==> src/rtl/pc_ir_unit_if.sv <==
// Bus between the multicycle control FSM / datapath and the PC/IR unit.
// The master side drives the FSM strobes, ALU flags and memory read data;
// the slave side (pc_ir_unit) returns the address, PC state and registers.
interface pc_ir_unit_if;
  logic        PCUpdate;
  logic        Branch;
  logic        IRWrite;
  logic        AdrSrc;
  logic        Zero;
  logic [31:0] Result;
  logic [31:0] ReadData;
  logic [31:0] Adr;
  logic        PCWrite;
  logic [31:0] PC;
  logic [31:0] OldPC;
  logic [31:0] Instr;
  logic [6:0]  op;
  logic [31:0] Data;
  logic        instr_valid;
  logic        misalign;
  logic [31:0] instret;

  modport master (
    output PCUpdate, Branch, IRWrite, AdrSrc, Zero, Result, ReadData,
    input  Adr, PCWrite, PC, OldPC, Instr, op, Data, instr_valid,
           misalign, instret
  );

  modport slave (
    input  PCUpdate, Branch, IRWrite, AdrSrc, Zero, Result, ReadData,
    output Adr, PCWrite, PC, OldPC, Instr, op, Data, instr_valid,
           misalign, instret
  );
endinterface

==> src/rtl/pc_ir_unit.sv <==
// Architectural-state front end of the multicycle RV32I core: PC, OldPC,
// instruction register, memory data register, PC write-enable formation,
// unified memory address mux, sticky misaligned-target flag and a
// fetched-instruction counter.
module pc_ir_unit #(
  parameter logic [31:0] RESET_PC  = 32'h0000_0000,
  parameter logic [31:0] NOP_INSTR = 32'h0000_0013
) (
  input  logic        clk,
  input  logic        reset,
  pc_ir_unit_if.slave bus
);

  logic        pc_write_s;
  logic [31:0] adr_s;
  logic        target_misaligned_s;

  logic [31:0] pc_r;
  logic [31:0] old_pc_r;
  logic [31:0] instr_r;
  logic [31:0] data_r;
  logic        instr_valid_r;
  logic        misalign_r;
  logic [31:0] instret_r;

  // PC write enable, memory address select and target alignment test
  always_comb begin
    pc_write_s          = 1'b0;
    adr_s               = pc_r;
    target_misaligned_s = 1'b0;
    pc_write_s          = bus.PCUpdate | (bus.Branch & bus.Zero);
    if (bus.AdrSrc) begin
      adr_s = bus.Result;
    end else begin
      adr_s = pc_r;
    end
    target_misaligned_s = (bus.Result[1:0] != 2'b00);
  end

  // PC load with low bits forced to zero; misalign is sticky until reset
  always_ff @(posedge clk or negedge reset) begin
    if (!reset) begin
      pc_r       <= RESET_PC;
      misalign_r <= 1'b0;
    end else if (pc_write_s) begin
      pc_r <= {bus.Result[31:2], 2'b00};
      if (target_misaligned_s) begin
        misalign_r <= 1'b1;
      end else begin
        misalign_r <= misalign_r;
      end
    end else begin
      pc_r       <= pc_r;
      misalign_r <= misalign_r;
    end
  end

  // Fetch capture: IR, OldPC from the pre-edge PC, valid flag and counter
  always_ff @(posedge clk or negedge reset) begin
    if (!reset) begin
      instr_r       <= NOP_INSTR;
      old_pc_r      <= RESET_PC;
      instr_valid_r <= 1'b0;
      instret_r     <= 32'h0000_0000;
    end else if (bus.IRWrite) begin
      instr_r       <= bus.ReadData;
      old_pc_r      <= pc_r;
      instr_valid_r <= 1'b1;
      instret_r     <= instret_r + 32'h0000_0001;
    end else begin
      instr_r       <= instr_r;
      old_pc_r      <= old_pc_r;
      instr_valid_r <= instr_valid_r;
      instret_r     <= instret_r;
    end
  end

  // Memory data register samples read data every cycle for load writeback
  always_ff @(posedge clk or negedge reset) begin
    if (!reset) begin
      data_r <= 32'h0000_0000;
    end else begin
      data_r <= bus.ReadData;
    end
  end

  assign bus.PCWrite     = pc_write_s;
  assign bus.Adr         = adr_s;
  assign bus.PC          = pc_r;
  assign bus.OldPC       = old_pc_r;
  assign bus.Instr       = instr_r;
  assign bus.op          = instr_r[6:0];
  assign bus.Data        = data_r;
  assign bus.instr_valid = instr_valid_r;
  assign bus.misalign    = misalign_r;
  assign bus.instret     = instret_r;

endmodule

==> src/flat_wrapper.sv <==
// flat-port wrapper written by rule: the top's interface ports become plain ports
module pc_ir_unit_flat 
#(
  parameter logic [31:0] RESET_PC  = 32'h0000_0000,
  parameter logic [31:0] NOP_INSTR = 32'h0000_0013
)
  (clk, reset, bus_PCUpdate, bus_Branch, bus_IRWrite, bus_AdrSrc, bus_Zero, bus_Result, bus_ReadData, bus_Adr, bus_PCWrite, bus_PC, bus_OldPC, bus_Instr, bus_op, bus_Data, bus_instr_valid, bus_misalign, bus_instret);
  pc_ir_unit_if bus_i ();
  input  logic clk;
  input  logic reset;
  input wire logic [$bits(bus_i.PCUpdate)-1:0] bus_PCUpdate;
  input wire logic [$bits(bus_i.Branch)-1:0] bus_Branch;
  input wire logic [$bits(bus_i.IRWrite)-1:0] bus_IRWrite;
  input wire logic [$bits(bus_i.AdrSrc)-1:0] bus_AdrSrc;
  input wire logic [$bits(bus_i.Zero)-1:0] bus_Zero;
  input wire logic [$bits(bus_i.Result)-1:0] bus_Result;
  input wire logic [$bits(bus_i.ReadData)-1:0] bus_ReadData;
  output wire logic [$bits(bus_i.Adr)-1:0] bus_Adr;
  output wire logic [$bits(bus_i.PCWrite)-1:0] bus_PCWrite;
  output wire logic [$bits(bus_i.PC)-1:0] bus_PC;
  output wire logic [$bits(bus_i.OldPC)-1:0] bus_OldPC;
  output wire logic [$bits(bus_i.Instr)-1:0] bus_Instr;
  output wire logic [$bits(bus_i.op)-1:0] bus_op;
  output wire logic [$bits(bus_i.Data)-1:0] bus_Data;
  output wire logic [$bits(bus_i.instr_valid)-1:0] bus_instr_valid;
  output wire logic [$bits(bus_i.misalign)-1:0] bus_misalign;
  output wire logic [$bits(bus_i.instret)-1:0] bus_instret;
  assign bus_i.PCUpdate = bus_PCUpdate;
  assign bus_i.Branch = bus_Branch;
  assign bus_i.IRWrite = bus_IRWrite;
  assign bus_i.AdrSrc = bus_AdrSrc;
  assign bus_i.Zero = bus_Zero;
  assign bus_i.Result = bus_Result;
  assign bus_i.ReadData = bus_ReadData;
  assign bus_Adr = bus_i.Adr;
  assign bus_PCWrite = bus_i.PCWrite;
  assign bus_PC = bus_i.PC;
  assign bus_OldPC = bus_i.OldPC;
  assign bus_Instr = bus_i.Instr;
  assign bus_op = bus_i.op;
  assign bus_Data = bus_i.Data;
  assign bus_instr_valid = bus_i.instr_valid;
  assign bus_misalign = bus_i.misalign;
  assign bus_instret = bus_i.instret;
  pc_ir_unit #(.RESET_PC(RESET_PC), .NOP_INSTR(NOP_INSTR)) u_core (.clk(clk), .reset(reset), .bus(bus_i));
endmodule
==> config.mk <==
export PLATFORM = sky130hd
export DESIGN_NAME = pc_ir_unit_flat
export DESIGN_NICKNAME = d
export VERILOG_FILES = /design/src/rtl/pc_ir_unit_if.sv /design/src/rtl/pc_ir_unit.sv /design/src/flat_wrapper.sv
export SDC_FILE = /design/constraint.sdc
export NUM_CORES = 1
export LEC_CHECK = 0
export CAP_MARGIN = 20
export CORE_MARGIN = 5
export CORE_UTILIZATION = 45
export CTS_BUF_LIST = sky130_fd_sc_hd__clkbuf_16
export DETAILED_ROUTE_END_ITERATION = 8
export PLACE_DENSITY = 0.92
export RECOVER_POWER = 100
export SETUP_SLACK_MARGIN = 0.02
export SYNTH_ARGS = -nofsm -noshare
export SYNTH_HDL_FRONTEND = slang
export SYNTH_SLANG_ARGS = --single-unit
==> constraint.sdc <==
create_clock -name clk -period 4.77 [get_ports clk]
set_clock_uncertainty 0.05 [all_clocks]
set_input_delay 0.954 -clock clk [delete_from_list [all_inputs] [get_ports clk]]
set_output_delay 0.954 -clock clk [all_outputs]
set_load 0.01 [all_outputs]
== Word level (Yosys, flattened, before mapping) ==
Cells that the tools add are included.
Widths: inputs -> output; s select.

* Magnitude comparators: 0
* $add $sub $neg: 1
* Shift-type cells: 0
* $mul: 0
* Multiplexer cells: 1
* Divide/modulo/power cells: 0
* Eq/ne operators: 0
* Bitwise logic cells: 2
* Reductions and logical operators: 2

{| class="wikitable"
|+ Operators by type and width
! kind !! number
|-
| $add 32x1->32 const B || 1
|-
| $mux 32 || 1
|-
| $reduce_and 2->1 || 1
|-
| $reduce_bool 2->1 || 1
|-
| $and 1x1->1 || 1
|-
| $or 1x1->1 || 1
|}

* Latch bits: 0
* Logic and storage cells: 13
* Bits in writable memories: 0
* Input bits: 71
* Bits in read-only memories: 0
* Memories: 0
* Bits in registers: 158

== Longest topological paths before layout ==
* Depth in word-level cells: 3
* Mapped depth: 5

== Worst setup path after synthesis ==
Ideal clock, no wire load.

* Kind: input-to-output
* From: in bus_AdrSrc
* To: out bus_Adr[10]
* Data required time: 3.766 ns
* Setup slack: 1.898 ns
* Stages on the path: 3
* Buffers on the path: 2
* Arrival time: 1.868 ns
* Cells stage by stage: clkbuf_1 buf_1 mux2_2

* Longest elaborated chain between the ends: 1

{| class="wikitable"
|+ Ends and longest elaborated chain
! item !! RTL line !! text
|-
| from (decl) || flat_wrapper.sv:14 || <nowiki>input wire logic [$bits(bus_i.AdrSrc)-1:0] bus_AdrSrc;</nowiki>
|-
| $mux 32 || pc_ir_unit.sv:32 || <nowiki>if (bus.AdrSrc) begin</nowiki>
|-
| to (decl) || flat_wrapper.sv:18 || <nowiki>output wire logic [$bits(bus_i.Adr)-1:0] bus_Adr;</nowiki>
|}

Every way passes these cells.

== Worst setup path in the final report ==
* From: in bus_AdrSrc
* To: out bus_Adr[27]

Same word-level chain as after synthesis.

==> impl_results.md <==
* M2 GR Usage at 0.388
* Worst Setup SP: bus_AdrSrc
* Number of synthesized flops with an enable pin at 0
* Yosys reg bits at 158
* Synth unique cells at 26
* Setup slack, reg-to-reg at 2310 ps
* HP Start: u_core.bus.instr_valid
* Cell Rows at 42
* Met1 Resource Use GR at 0.238
* # hold bufs at CTS at 0
* First-pass GRT wire length at 27000 um
* Static leakage at 4.09 nW
* Post-synthesis sequential area ratio at 0.644
* Ranking of synthesized cells by area: dfrtp_1, mux2_2, xnor2_1
* Synth Area per Inst at 15.3 um^2
* Initial antenna violation count at 0
* Die span in x at 127 um
* Status: complete, but fails checks
* MaxCap Viol Count at 3
* H-tree depth at 4
* Filler cell count in the final layout at 862
* FMAX at 243 MHz
* Via count at 4308
* Routed wire length at 17000 um
* Slowest stage delay, CP at 650 ps
* Wire per inst at 19.8 um
* Die Y at 127 um
* DRT Pass-1 Iters at 4
* Switching share of power at 0.252
* Final period util at 0.863
* DR vias/cell at 5.01
* Commonest non-fill, non-tap cell in the layout: dlygate4sd3_1
* Slew @ Worst Pin at 2990 ps
* Max Root-Sink Buffers at 2
* Most frequent cells in the layout: dlygate4sd3_1, dfrtp_1, mux2_2, clkdlybuf4s50_1, xnor2_1
* Port Buffers at 268
* Hold Path Class: reg2reg
* Clock Sinks at 158
* Relative slew margins at -0.993
* CTS buffer count at 17
* CP max stage cell: clkbuf_2
* Area of the multi-input gates at 2030 um^2
* CTS root buf: clkbuf_16
* Maximum VDD drop at 0.230 mV
* Die ar. at 16100 um^2
* FF/Latch Area at 3960 um^2
* Worst r2r src: u_core.bus.instret[0]
* GPL Wtd Cong at 0.790
* Setup Fix Bufs, Post-CTS at 0
* Ys async rst share at 1.00
* CP Capture Type: output pin
* # resized after CTS at 0
* Internal Power at 2.67 mW
* Setup crit start kind: input pin
* Net switching power at 0.899 mW
* Total Routing Usage GR at 0.216
* Fin Setup TNS at 0 ps
* TritonCTS clock tree: yes
* Layout Nets at 743
* M3 GR Usage at 0.0748
* Final Hold Fails at 0
* YS warnings at 0
* Register share of total power at 0.444
* Worst skew pair latency at 420 ps
* Final slew viol count at 191
* RSZ-0062 raised after global routing: false
* Worst-path clk slew at 60 ps
* Layout area overhead at 54.2%
* Total congestion overflow at 0
* Number of I/O pins at 273
* Area leader, netlist: dfrtp_1
* Worst Path Required at 3770 ps
* Total Power at 3.57 mW
* Min cycle time layout at 4120 ps
* DRT iter0 DRCs at 244
* Cell count after placement at 828
* Critical path arrival at 3110 ps
* Top-area cell type share of the netlist area at 0.631
* Violated checks: max-capacitance violations, max-slew violations
* Core area at 13300 um^2
* Comb pwr share at 0.190
* Critical path class: in2out
* ANT cells at 0
* DR DRC count at 0
* CP Cell Sequence: clkdlybuf4s50_1, clkbuf_2, mux2_2, dlygate4sd3_1
* Share of cells above drive strength 1 at 0.222
* Vias in the first global route at 4816
* Cell count after synthesis at 401
* Top_reg_cell synth: dfrtp_1
* Clock Power Share at 0.366
* Buf/Inv on CP at 3
* CP max FO at 32
* Power Density at 377 nW/um^2
* Final ANT Viol Nets at 0
* Largest net degree at the start of global routing at 105
* Setup violators final at 0
* HPWL after detailed placement at 12500 um
* Post-Syn Area at 6150 um^2
* Final cell count without fillers at 860
* Top Usage Layer GRT: met2
* Critical path's top delay family: buffers and inverters
* Starting Density at 0.462
==> layer usage <==
metal	vias up	wire (um)
li1	1941	-
met1	2149	6170
met2	187	9250
met3	31	1220
met4	0	370
met5	-	0
==> final cells by class <==
type | count | share of cell area
flip-flops and latches | 158 | 0.418
multi-input cells | 219 | 0.214
repair buffers | 273 | 0.284
clock buffers | 17 | 0.0449
clock inverters | 15 | 0.0150
inverters | 2 | 0.000792
well taps | 176 | 0.0232
==> cells by family after synthesis <==
family / after synthesis / synth area share
adder cells (fa/ha/maj): 1 / 0.00203
AND/OR/NAND/NOR: 58 / 0.0582
buffers and inverters: 27 / 0.0240
multiplexers: 123 / 0.225
AO/OA/AOI/OAI: 2 / 0.00203
flip-flops: 158 / 0.644
other: 1 / 0.000610
XOR/XNOR: 31 / 0.0442
==> stage by stage <==
stage          instance area (um^2)  setup WS, ps  hold WS [ps]  utilization
2_1_floorplan                  6160          1900           454            -
3_3_place_gp                   8970          1140           406        0.674
3_5_place_dp                   8970          1050           406        0.674
4_1_cts                        9540          1060           421        0.717
5_1_grt                        9480           548           429        0.713
6_report                       9480           653           412        0.713
==> state kept, by name, indices dropped and copies added, names as in the netlist <==
register	cells
u_core.bus.instr_valid	1
u_core.bus.PC	30
u_core.bus.OldPC	30
u_core.bus.Instr	32
u_core.bus.instret	32
u_core.bus.misalign	1
u_core.bus.Data	32
==> Yosys cell counts (2+ instances only) <==
master,n
nor3_1,2
inv_1,2
and2_1,4
buf_2,4
nand2_1,9
buf_4,11
clkbuf_1,6
mux2_2,123
nand3_1,13
and3_1,4
nor4_4,3
xor2_1,7
xnor2_1,24
dfstp_2,3
dfrtp_1,155
nor2_1,7
buf_1,4
nand4_1,12
==> power by group through the flow <==
stage	combinational, mW	sequential (mW)	clock (mW)
after floorplan	0.216	1.65	0
after global placement	0.736	1.60	0
after detailed placement	0.754	1.61	0
after CTS	0.763	1.59	1.33
after global routing	0.729	1.60	1.40
final	0.680	1.58	1.31
==> path summary, 6_finish.rpt <==
path | endpoint | cells after the start
worst max-delay path | bus_Adr[27] | 4
worst min-delay path | u_core.bus.instr_valid | 1
worst max register to register | u_core.bus.instret[20] | 5
worst min register to register | u_core.bus.instr_valid | 1
max in group asynchronous | u_core.bus.PC[20] | 2
min in group asynchronous | u_core.bus.instret[17] | 1
(Power assumes the default switching activity.)
